--- src/rtl/hex_display_pkg.sv ---
// Shared constants and glyph lookup for the multiplexed hex display.
package hex_display_pkg;

    // All segments dark on an active-low bus.
    localparam logic [6:0] SEG_BLANK = 7'h7F;

    // Active-low {g,f,e,d,c,b,a} patterns for hex digits 0..F.
    localparam logic [6:0] GLYPH_TABLE [16] = '{
        7'h40, 7'h79, 7'h24, 7'h30,
        7'h19, 7'h12, 7'h02, 7'h78,
        7'h00, 7'h18, 7'h08, 7'h03,
        7'h46, 7'h21, 7'h06, 7'h0E
    };

    // Active-low segment pattern for one hex nibble.
    function automatic logic [6:0] digit_glyph(input logic [3:0] nibble);
        return GLYPH_TABLE[nibble];
    endfunction

endpackage

--- src/rtl/hex_glyph_rom.sv ---
// Combinational nibble to active-low 7-segment pattern lookup.
import hex_display_pkg::*;

module hex_glyph_rom (
    input  logic [3:0] nibble,
    output logic [6:0] seg_n
);

    // Pure table lookup; no state.
    always_comb begin
        seg_n = digit_glyph(nibble);
    end

endmodule

--- src/rtl/hex_scan_display.sv ---
// Time-multiplexed hex display driver: scans NUM_DIGITS digits onto one
// shared active-low segment bus, with frame-synchronous loading,
// leading-zero blanking, per-digit decimal points and per-digit blinking.
import hex_display_pkg::*;

module hex_scan_display #(
    parameter int NUM_DIGITS   = 4,
    parameter int SCAN_DIV     = 50000,
    parameter int BLINK_FRAMES = 64
) (
    input  logic                    clk,
    input  logic                    rst,
    input  logic [4*NUM_DIGITS-1:0] value,
    input  logic [NUM_DIGITS-1:0]   dp_in,
    input  logic [NUM_DIGITS-1:0]   blink_mask,
    input  logic                    load,
    input  logic                    lz_blank,
    input  logic                    en,
    output logic [6:0]              seg_n,
    output logic                    dp_n,
    output logic [NUM_DIGITS-1:0]   an_n
);

    localparam int IW = (NUM_DIGITS > 1) ? $clog2(NUM_DIGITS) : 1;
    localparam int PW = $clog2(SCAN_DIV);
    localparam int FW = (BLINK_FRAMES > 1) ? $clog2(BLINK_FRAMES) : 1;

    localparam logic [IW-1:0] IDX_LAST = IW'(NUM_DIGITS - 1);
    localparam logic [PW-1:0] PRE_LAST = PW'(SCAN_DIV - 1);
    localparam logic [FW-1:0] FRM_LAST = FW'(BLINK_FRAMES - 1);

    // Scan timing state
    logic [PW-1:0] prescale_r;
    logic [IW-1:0] idx_r;
    logic [FW-1:0] frame_cnt_r;
    logic          blink_r;

    // Shown and shadow copies of the loadable inputs
    logic [4*NUM_DIGITS-1:0] disp_val_r;
    logic [NUM_DIGITS-1:0]   disp_dp_r;
    logic [NUM_DIGITS-1:0]   disp_blink_r;
    logic [4*NUM_DIGITS-1:0] pend_val_r;
    logic [NUM_DIGITS-1:0]   pend_dp_r;
    logic [NUM_DIGITS-1:0]   pend_blink_r;
    logic                    pend_flag_r;

    // Output registers
    logic [6:0]            seg_n_r;
    logic                  dp_n_r;
    logic [NUM_DIGITS-1:0] an_n_r;

    // Combinational helpers
    logic                  tc_s;
    logic                  frame_s;
    logic [3:0]            nib_s [NUM_DIGITS];
    logic [NUM_DIGITS-1:0] upper_zero_s;
    logic [3:0]            cur_nib_s;
    logic                  cur_dp_s;
    logic                  lz_off_s;
    logic                  blink_off_s;
    logic [6:0]            glyph_s;
    logic [6:0]            seg_next_s;
    logic                  dp_next_s;
    logic [NUM_DIGITS-1:0] an_next_s;

    // Terminal count of the per-digit prescaler and the frame boundary.
    always_comb begin
        tc_s    = (prescale_r == PRE_LAST);
        frame_s = tc_s && (idx_r == IDX_LAST);
    end

    // Prescaler and digit index; both free-run regardless of en.
    always_ff @(posedge clk) begin
        if (rst) begin
            prescale_r <= PW'(0);
            idx_r      <= IW'(0);
        end else if (tc_s) begin
            prescale_r <= PW'(0);
            idx_r      <= (idx_r == IDX_LAST) ? IW'(0) : idx_r + IW'(1);
        end else begin
            prescale_r <= prescale_r + PW'(1);
            idx_r      <= idx_r;
        end
    end

    // Frame counter and blink phase advance once per complete scan frame.
    always_ff @(posedge clk) begin
        if (rst) begin
            frame_cnt_r <= FW'(0);
            blink_r     <= 1'b0;
        end else if (frame_s) begin
            if (frame_cnt_r == FRM_LAST) begin
                frame_cnt_r <= FW'(0);
                blink_r     <= ~blink_r;
            end else begin
                frame_cnt_r <= frame_cnt_r + FW'(1);
                blink_r     <= blink_r;
            end
        end else begin
            frame_cnt_r <= frame_cnt_r;
            blink_r     <= blink_r;
        end
    end

    // Load shadowing: display registers only change on a frame boundary,
    // so a frame never shows a mix of old and new digits.
    always_ff @(posedge clk) begin
        if (rst) begin
            disp_val_r   <= {(4*NUM_DIGITS){1'b0}};
            disp_dp_r    <= {NUM_DIGITS{1'b0}};
            disp_blink_r <= {NUM_DIGITS{1'b0}};
            pend_val_r   <= {(4*NUM_DIGITS){1'b0}};
            pend_dp_r    <= {NUM_DIGITS{1'b0}};
            pend_blink_r <= {NUM_DIGITS{1'b0}};
            pend_flag_r  <= 1'b0;
        end else if (frame_s) begin
            // A load on the boundary itself bypasses the shadow copy.
            if (load) begin
                disp_val_r   <= value;
                disp_dp_r    <= dp_in;
                disp_blink_r <= blink_mask;
            end else if (pend_flag_r) begin
                disp_val_r   <= pend_val_r;
                disp_dp_r    <= pend_dp_r;
                disp_blink_r <= pend_blink_r;
            end else begin
                disp_val_r   <= disp_val_r;
                disp_dp_r    <= disp_dp_r;
                disp_blink_r <= disp_blink_r;
            end
            pend_flag_r <= 1'b0;
        end else if (load) begin
            // Last load before the boundary wins.
            pend_val_r   <= value;
            pend_dp_r    <= dp_in;
            pend_blink_r <= blink_mask;
            pend_flag_r  <= 1'b1;
        end else begin
            pend_flag_r <= pend_flag_r;
        end
    end

    // Split the shown value into nibbles and flag digits whose own nibble
    // and every more significant nibble are zero.
    always_comb begin
        for (int i = 0; i < NUM_DIGITS; i++) begin
            nib_s[i]        = disp_val_r[4*i +: 4];
            upper_zero_s[i] = 1'b1;
            for (int j = i; j < NUM_DIGITS; j++) begin
                upper_zero_s[i] = upper_zero_s[i] & (disp_val_r[4*j +: 4] == 4'h0);
            end
        end
    end

    // Select the digit currently being scanned and its blanking reasons.
    always_comb begin
        cur_nib_s   = nib_s[idx_r];
        cur_dp_s    = disp_dp_r[idx_r];
        lz_off_s    = lz_blank && (idx_r != IW'(0)) && upper_zero_s[idx_r];
        blink_off_s = blink_r && disp_blink_r[idx_r];
    end

    hex_glyph_rom u_glyph_rom (
        .nibble (cur_nib_s),
        .seg_n  (glyph_s)
    );

    // Next output values; leading-zero blanking keeps dp, blinking does not.
    always_comb begin
        seg_next_s = SEG_BLANK;
        dp_next_s  = 1'b1;
        an_next_s  = {NUM_DIGITS{1'b1}};
        if (en) begin
            an_next_s = ~(NUM_DIGITS'(1) << idx_r);
            if (lz_off_s || blink_off_s) begin
                seg_next_s = SEG_BLANK;
            end else begin
                seg_next_s = glyph_s;
            end
            if (blink_off_s) begin
                dp_next_s = 1'b1;
            end else begin
                dp_next_s = ~cur_dp_s;
            end
        end else begin
            seg_next_s = SEG_BLANK;
            dp_next_s  = 1'b1;
            an_next_s  = {NUM_DIGITS{1'b1}};
        end
    end

    // Register all pin outputs together so anode and segments switch in
    // the same cycle.
    always_ff @(posedge clk) begin
        if (rst) begin
            seg_n_r <= SEG_BLANK;
            dp_n_r  <= 1'b1;
            an_n_r  <= {NUM_DIGITS{1'b1}};
        end else begin
            seg_n_r <= seg_next_s;
            dp_n_r  <= dp_next_s;
            an_n_r  <= an_next_s;
        end
    end

    assign seg_n = seg_n_r;
    assign dp_n  = dp_n_r;
    assign an_n  = an_n_r;

endmodule
--- config.mk ---
export PLATFORM = sky130hd
export DESIGN_NAME = hex_scan_display
export DESIGN_NICKNAME = d
export VERILOG_FILES = /design/src/rtl/hex_display_pkg.sv /design/src/rtl/hex_glyph_rom.sv /design/src/rtl/hex_scan_display.sv
export SDC_FILE = /design/constraint.sdc
export NUM_CORES = 1
export LEC_CHECK = 0
export CAP_MARGIN = 20
export CORE_MARGIN = 2
export CORE_UTILIZATION = 30
export CTS_CLUSTER_SIZE = 12
export DETAILED_ROUTE_END_ITERATION = 12
export SLEW_MARGIN = 10
export SYNTH_ARGS = -nofsm -noshare
export SYNTH_HDL_FRONTEND = slang
export SYNTH_HIERARCHICAL = 1
export SYNTH_SLANG_ARGS = --single-unit
--- constraint.sdc ---
create_clock -name clk -period 2.5 [get_ports clk]
set_input_delay 0.75 -clock clk [delete_from_list [all_inputs] [get_ports clk]]
set_output_delay 0.75 -clock clk [all_outputs]
set_load 0.02 [all_outputs]
* Word level (Yosys, flattened, before mapping)
Memories as Yosys holds them, arrays and structs flattened. A register that Yosys moved wholly into a read port is not among the register bits.
Index checks and enable logic that the tools add are counted.
** Operators by class
- $add $sub $neg :: 3
- $lt $le $gt $ge :: 2
- Eq/ne operators :: 3
- Shifts and indexed selects :: 1
- Multiplexer cells :: 17
- Bitwise operators :: 13
- Reduce and logical (&&, ||, !) cells :: 19
** Operators by type and width (number)
- two-way mux 16 bit :: 2
- two-way mux 4 bit :: 6
- adder 16 x 1 -> 16 bit, second input constant :: 1
- == test 16 bit, second input constant :: 1
- logical NOT 4 bit :: 4
- binary-select mux 4 bit (select 2 bit) :: 1
- adder 6 x 1 -> 6 bit, second input constant :: 1
- AND 1 bit :: 6
- binary-select mux 1 bit (select 2 bit) :: 3
- == test 6 bit, second input constant :: 1
- two-way mux 6 bit :: 1
- AND reduction 2 bit :: 3
- OR reduction 2 bit :: 3
- OR reduction 3 bit :: 2
- NOT 4 -> 5 bit :: 1
- logical AND 1 bit :: 4
- NOT 1 bit :: 4
- NOT 4 bit :: 1
- nonzero test 2 bit :: 2
- << shifter 1 x 2 -> 4 bit, first input constant :: 1
- >= comparator 3 bit, second input constant :: 1
- < comparator 2 x 3 -> 1 bit, second input constant :: 1
- two-way mux 1 bit :: 3
- NOT 2 -> 3 bit :: 1
- 4 further kinds :: 4
** Word-level totals
- Bits in registers :: 79
- Bits in read-only memories :: 112
- Input bits :: 29
- Output and inout bits :: 12
- Word-level logic and storage cells :: 72
- Memories :: 1
** Memories
- (name not given) :: words 16, bits a word 7, read ports 1, clocked after Yosys merged registers in 1, wr ports 0, line hex_display_pkg.sv:17 : return GLYPH_TABLE[nibble];

* Longest topological paths before layout
- Word-level depth :: 9
- Mapped depth :: 9

* Hierarchy
Netlist, hierarchy kept.
** By module, submodules not included
- hex_scan_display :: instances 1, cells an instance 408, area an instance 3767.4 µm²
- hex_glyph_rom :: instances 1, cells an instance 37, area an instance 265.3 µm²

* Worst setup path before layout
No wires, ideal clock.
- Path type :: flip-flop to flip-flop
- From :: register idx_r[0]
- To :: register seg_n_r[3], in the netlist seg_n[3]
- Arrival time :: 2076 ps
- Data required time :: 2379 ps
- Setup slack :: 303 ps
- Stages on the path, launching flop included :: 9
- Period minus slack after synthesis :: 2197 ps
- Cell sequence :: dfxtp_1 clkbuf_1 mux4_2 inv_1 ha_1 o21ai_0 o32ai_2 nor2_1 nand2_1
** On the way
- Word-level cells in the longest chain between the ends :: 5
- Elaborated cells between the ends (all ways) :: 15
** RTL lines
- start: declaration :: line hex_scan_display.sv:34 : logic [IW-1:0] idx_r;
- start signal: assignment :: line hex_scan_display.sv:79 : idx_r <= (idx_r == IDX_LAST) ? IW'(0) : idx_r + IW'(1);
- start signal: assignment :: line hex_scan_display.sv:82 : idx_r <= idx_r;
- NOT 2 -> 3 bit (implied by the code) :: line hex_scan_display.sv:157 : cur_nib_s = nib_s[idx_r];
- binary-select mux 4 bit (select 2 bit) :: line hex_scan_display.sv:157
- two-way mux 4 bit (implied by the code) (2 in a row) :: line hex_scan_display.sv:157
- net cur_nib_s[0] :: line hex_scan_display.sv:57 : logic [3:0] cur_nib_s;
- NOT 4 -> 5 bit (implied by the code) :: line hex_display_pkg.sv:17
- end: declaration :: line hex_scan_display.sv:48 : logic [6:0] seg_n_r;
The timed path passes the listed nets, and every way through them passes these cells. The select of a mux whose other input is x is not followed.
A chain may end at the register's enable or synchronous reset.

* Worst setup path after layout
- From :: register prescale_r[8]
- To :: register blink_r
** On the way
- Word-level cells in the longest chain between the ends :: 3
** RTL lines
- start: declaration :: line hex_scan_display.sv:33 : logic [PW-1:0] prescale_r;
- start signal: assignment :: line hex_scan_display.sv:81 : prescale_r <= prescale_r + PW'(1);
- == test 16 bit :: line hex_scan_display.sv:68 : tc_s = (prescale_r == PRE_LAST);
- logical AND 1 bit :: line hex_scan_display.sv:69 : frame_s = tc_s && (idx_r == IDX_LAST);
- AND reduction 2 bit (no source line)
- end signal: assignment :: line hex_scan_display.sv:94 : blink_r <= ~blink_r;
- end signal: assignment :: line hex_scan_display.sv:97 : blink_r <= blink_r;
- end signal: assignment :: line hex_scan_display.sv:101 : blink_r <= blink_r;
- end: declaration :: line hex_scan_display.sv:36 : logic blink_r;
No other way between the ends.

==> impl_metrics.toml <==
[layout]
antenna_cells_inserted = 0
stdcell_area_um2 = 4936
multi_input_comb_area_um2 = 2136
fraction_of_final_layout_cells_with_drive_strength_greater_than_1_pct = 8.714
nFillCells = 1341
sequential_cell_area_um2 = 1722
fin_nets = 519
syn2layout_area_growth_pct = 22.40
final_cell_count_without_fillers = 658
finish.utilization_pct = 37.42

[cts]
number_of_setup_buffers_added_after_cts = 0
cts_sinks = 86
worst_setup_hold_path_clk_slew_ns = 0.06
clock_latency_ns = 0.34
clk_root_buffer_cell = "clkbuf_16"
tritoncts = "yes"
htreeDepth = 3
clock_path_buffers = 2
cts_buffers = 9
postCtsResizedCells = 0
cts-hold-fix-buffers = 0

[timing]
rsz0062_at_grt = "no"
timing.final.crit_share_pct = 89.20
clock-skew-final_ns = 0.006848
worst_slew_pin_slew_ns = 0.7336
hold_violations = 0
setup_tns_ns = 0
slew_headroom_pct = 50.92
max_freq_ghz = 0.4484
layout_min_cycle_time_ns = 2.230
final-max-slew-violation-count = 0
setup-violations-final = 0

[outcome]
run_status = "finished clean"

[placement]
placed_cells_incl_taps = 643
placement.io_buffers = 40
gpl.final_weighted_congestion = 0.8170
placement.cell_area_um2 = 4637
dp_hpwl_mm = 6.368

[worst_setup_path]
crit_end = "blink_r"
timing.critical_path.cells = "nor4bb_1, nand4_1, or4_1, a21oi_1"
r2r.worst_path.cells = 4
timing.critical_path.fanout_max = 9
worst_r2r_endpoint = "blink_r"
setup.worst_path.start_class = "register"
rrSetupSlack_ns = 0.27
timing.setup.critical_path_class = "reg2reg"
crit_path_dat_ns = 2.49
cp_slowest_cell = "nor4bb_1"
setup.worst_path.start = "prescale_r[8]"
timing.critical_path.to_type = "register"
critical_path_buf_inv_count = 0
path_delay_family = "simple AND/OR/NAND/NOR gates"
reg2reg_from = "prescale_r[8]"
cp.depth = 4
cp.required_ns = 2.76
slowest_delay_ns = 0.57

[synthesis]
yosys.area_share.simple_pct = 18.55
ys_warn_count = 6
ys_ff_latch = 86
main_combinational_cell_family_by_area_after_synthesis = "simple AND/OR/NAND/NOR gates"
synth_edf_count = 0
gate_count_of_the_mapped_netlist = 445
netlist-cell-type-count = 49
synth_fa_ha_area_share_pct = 3.723
synth_top_cell_area_share_pct = 42.69
synth_commonest_cells = "dfxtp_1, nand2_1, a21oi_1, nor2_1, mux2i_1"
syn-mean-instance-area_um2 = 9.062
syn_nets = 486
synth.cell_area_um2 = 4033
async_flop_share_pct = 0
synth-compound-area-share_pct = 16.72
synth_xor_area_share_pct = 3.258
synth_top_cells_by_area = "dfxtp_1, a21oi_1, mux2i_1"
synthFlopType = "dfxtp_1"
seq_area_frac_synth_pct = 42.69
netlist.top_cell.by_area = "dfxtp_1"
multiplexer_area_fraction_after_synthesis_pct = 10.70
yosys.cell_count.top_type = "dfxtp_1"

[route]
vias_per_cell = 4.986
avgRoutedWirePerCell_um = 13.61
remaining_drc_errors = 0
routed_wl_mm = 8.957
antenna_violating_nets_post_route = 0
first_iter_violations = 208
vias = 3281
detailedRoute.firstPassIterationCount = 4

[grt]
grt_max_degree = 60
grt_util_all_layers_pct = 13.00
grt_antenna_before_repair = 0
grt_pass1_vias = 3135
globalRouteOverflowTotal = 0
grt_first_pass_wirelength_mm = 14.97

[die]
die_h_um = 119.9
io_pins = 41
floorplan.core_area_um2 = 13190
placementRows = 42
die_width_um = 119.9
starting_density_pct = 30.57
die_area_um2 = 14390

[hold_path]
hold_class = "reg2reg"
min_delay_path_depth = 2

[power]
power.switching_mw = 0.6636
pwr-share-clk_pct = 45.0
leakagePower_nw = 1.757
sw_frac_of_total_pct = 22.35
power_per_cell_area_nw_per_um2 = 601.5
ir_worst_vdd_uv = 302.6
internal_power_mw = 2.305
power.combinational.fraction_pct = 7.2
seq_power_share_pct = 47.8

[run]
max-cap-violations = 0
-- worst min-delay path: cells and delay by family (launching register included) --
kind | cells | cell delay [ns]
flops | 1 | 0.31
simple gates | 1 | 0.05
compound gates | 1 | 0.05
-- layout by cell type (no fill, tap or decap), types with 3 or more instances in the layout --
cell type        synthesis  routed
dfxtp_1                 86      86
nand2_1                 66      66
a21oi_1                 58      58
clkdlybuf4s50_1          0      39
nor2_1                  31      31
mux2i_1                 27      27
a311oi_1                24      24
xnor2_1                 12      12
ha_1                    12      12
nand3_1                 10      10
buf_4                    4      10
inv_1                    9       9
nor4_1                   9       9
clkbuf_16                0       9
nand4_1                  8       8
mux4_2                   6       6
o21ai_0                  6       6
nor3_1                   5       5
nand2b_1                 3       3
xor2_1                   3       3
or3_1                    3       3
o31ai_1                  3       3
o21ai_1                  3       3
-- state kept, by name, summed over array words and instances, names as in the netlist --
| register | cells |
|---|---|
| disp_val_r | 16 |
| pend_val_r | 16 |
| prescale_r | 16 |
| seg_n | 7 |
| frame_cnt_r | 6 |
| an_n | 4 |
| disp_blink_r | 4 |
| disp_dp_r | 4 |
| pend_blink_r | 4 |
| pend_dp_r | 4 |
| idx_r | 2 |
| blink_r | 1 |
| dp_n | 1 |
| pend_flag_r | 1 |
-- kinds of logic after synthesis --
group	Yosys count
AOI/OAI and AO/OA	103
DFF	86
adders and majority gates	12
buffers and inverters	41
and+or+nand+nor	153
muxes	35
xor gates and xnor gates	15
-- power groups by stage --
| stage | Clock (mW) | Sequential (mW) | Combinational, mW |
|---|---|---|---|
| 3_3_place_gp | 0 | 1.45 | 0.210 |
| 2_1_floorplan | 0 | 1.45 | 0.113 |
| 4_1_cts | 1.37 | 1.42 | 0.216 |
| 3_5_place_dp | 0 | 1.45 | 0.215 |
| 6_report | 1.34 | 1.42 | 0.213 |
| 5_1_grt | 1.44 | 1.42 | 0.233 |
-- area by class of cell --
type                       instances  share of cell area, %
tap                              176                  4.461
clock buffer                      11                  4.918
multi-input combinational        318                  43.27
clock inverter                     4                  1.141
sequential                        86                  34.88
inverter                          10                 0.7605
timing repair buffer              53                  10.57
-- routing by layer --
layer / GRT usage [%] / part of all wire [%] / up-vias
met5: 0 / 0 / -
met4: 4.632 / 2.1 / 0
met3: 3.755 / 3.7 / 9
met2: 20.21 / 44 / 74
met1: 17.17 / 50 / 1523
li1: - / - / 1675
-- stage by stage --
stage / power, mW / hold slack, ns / setup slack [ns]
4_1_cts: 3.010 / 0.4562 / 0.2934
3_3_place_gp: 1.658 / 0.4405 / 0.04275
3_5_place_dp: 1.665 / 0.4473 / 0.1145
6_report: 2.969 / 0.4539 / 0.2701
2_1_floorplan: 1.567 / 0.4295 / 0.3029
5_1_grt: 3.099 / 0.4737 / 0.1334
-- worst min path at each step --
| stage | from | endpoint | slack (ns) |
|---|---|---|---|
| finish | pend_val_r[11] | pend_val_r[11] | 0.45 |
| global route | pend_val_r[6] | pend_val_r[6] | 0.47 |
| floorplan | prescale_r[0] | prescale_r[0] | 0.43 |
| detailed placement | pend_val_r[13] | pend_val_r[13] | 0.45 |
| CTS | pend_val_r[13] | pend_val_r[13] | 0.46 |
| global placement | pend_blink_r[3] | pend_blink_r[3] | 0.44 |
Note: power is estimated with default switching activity, not from simulation.
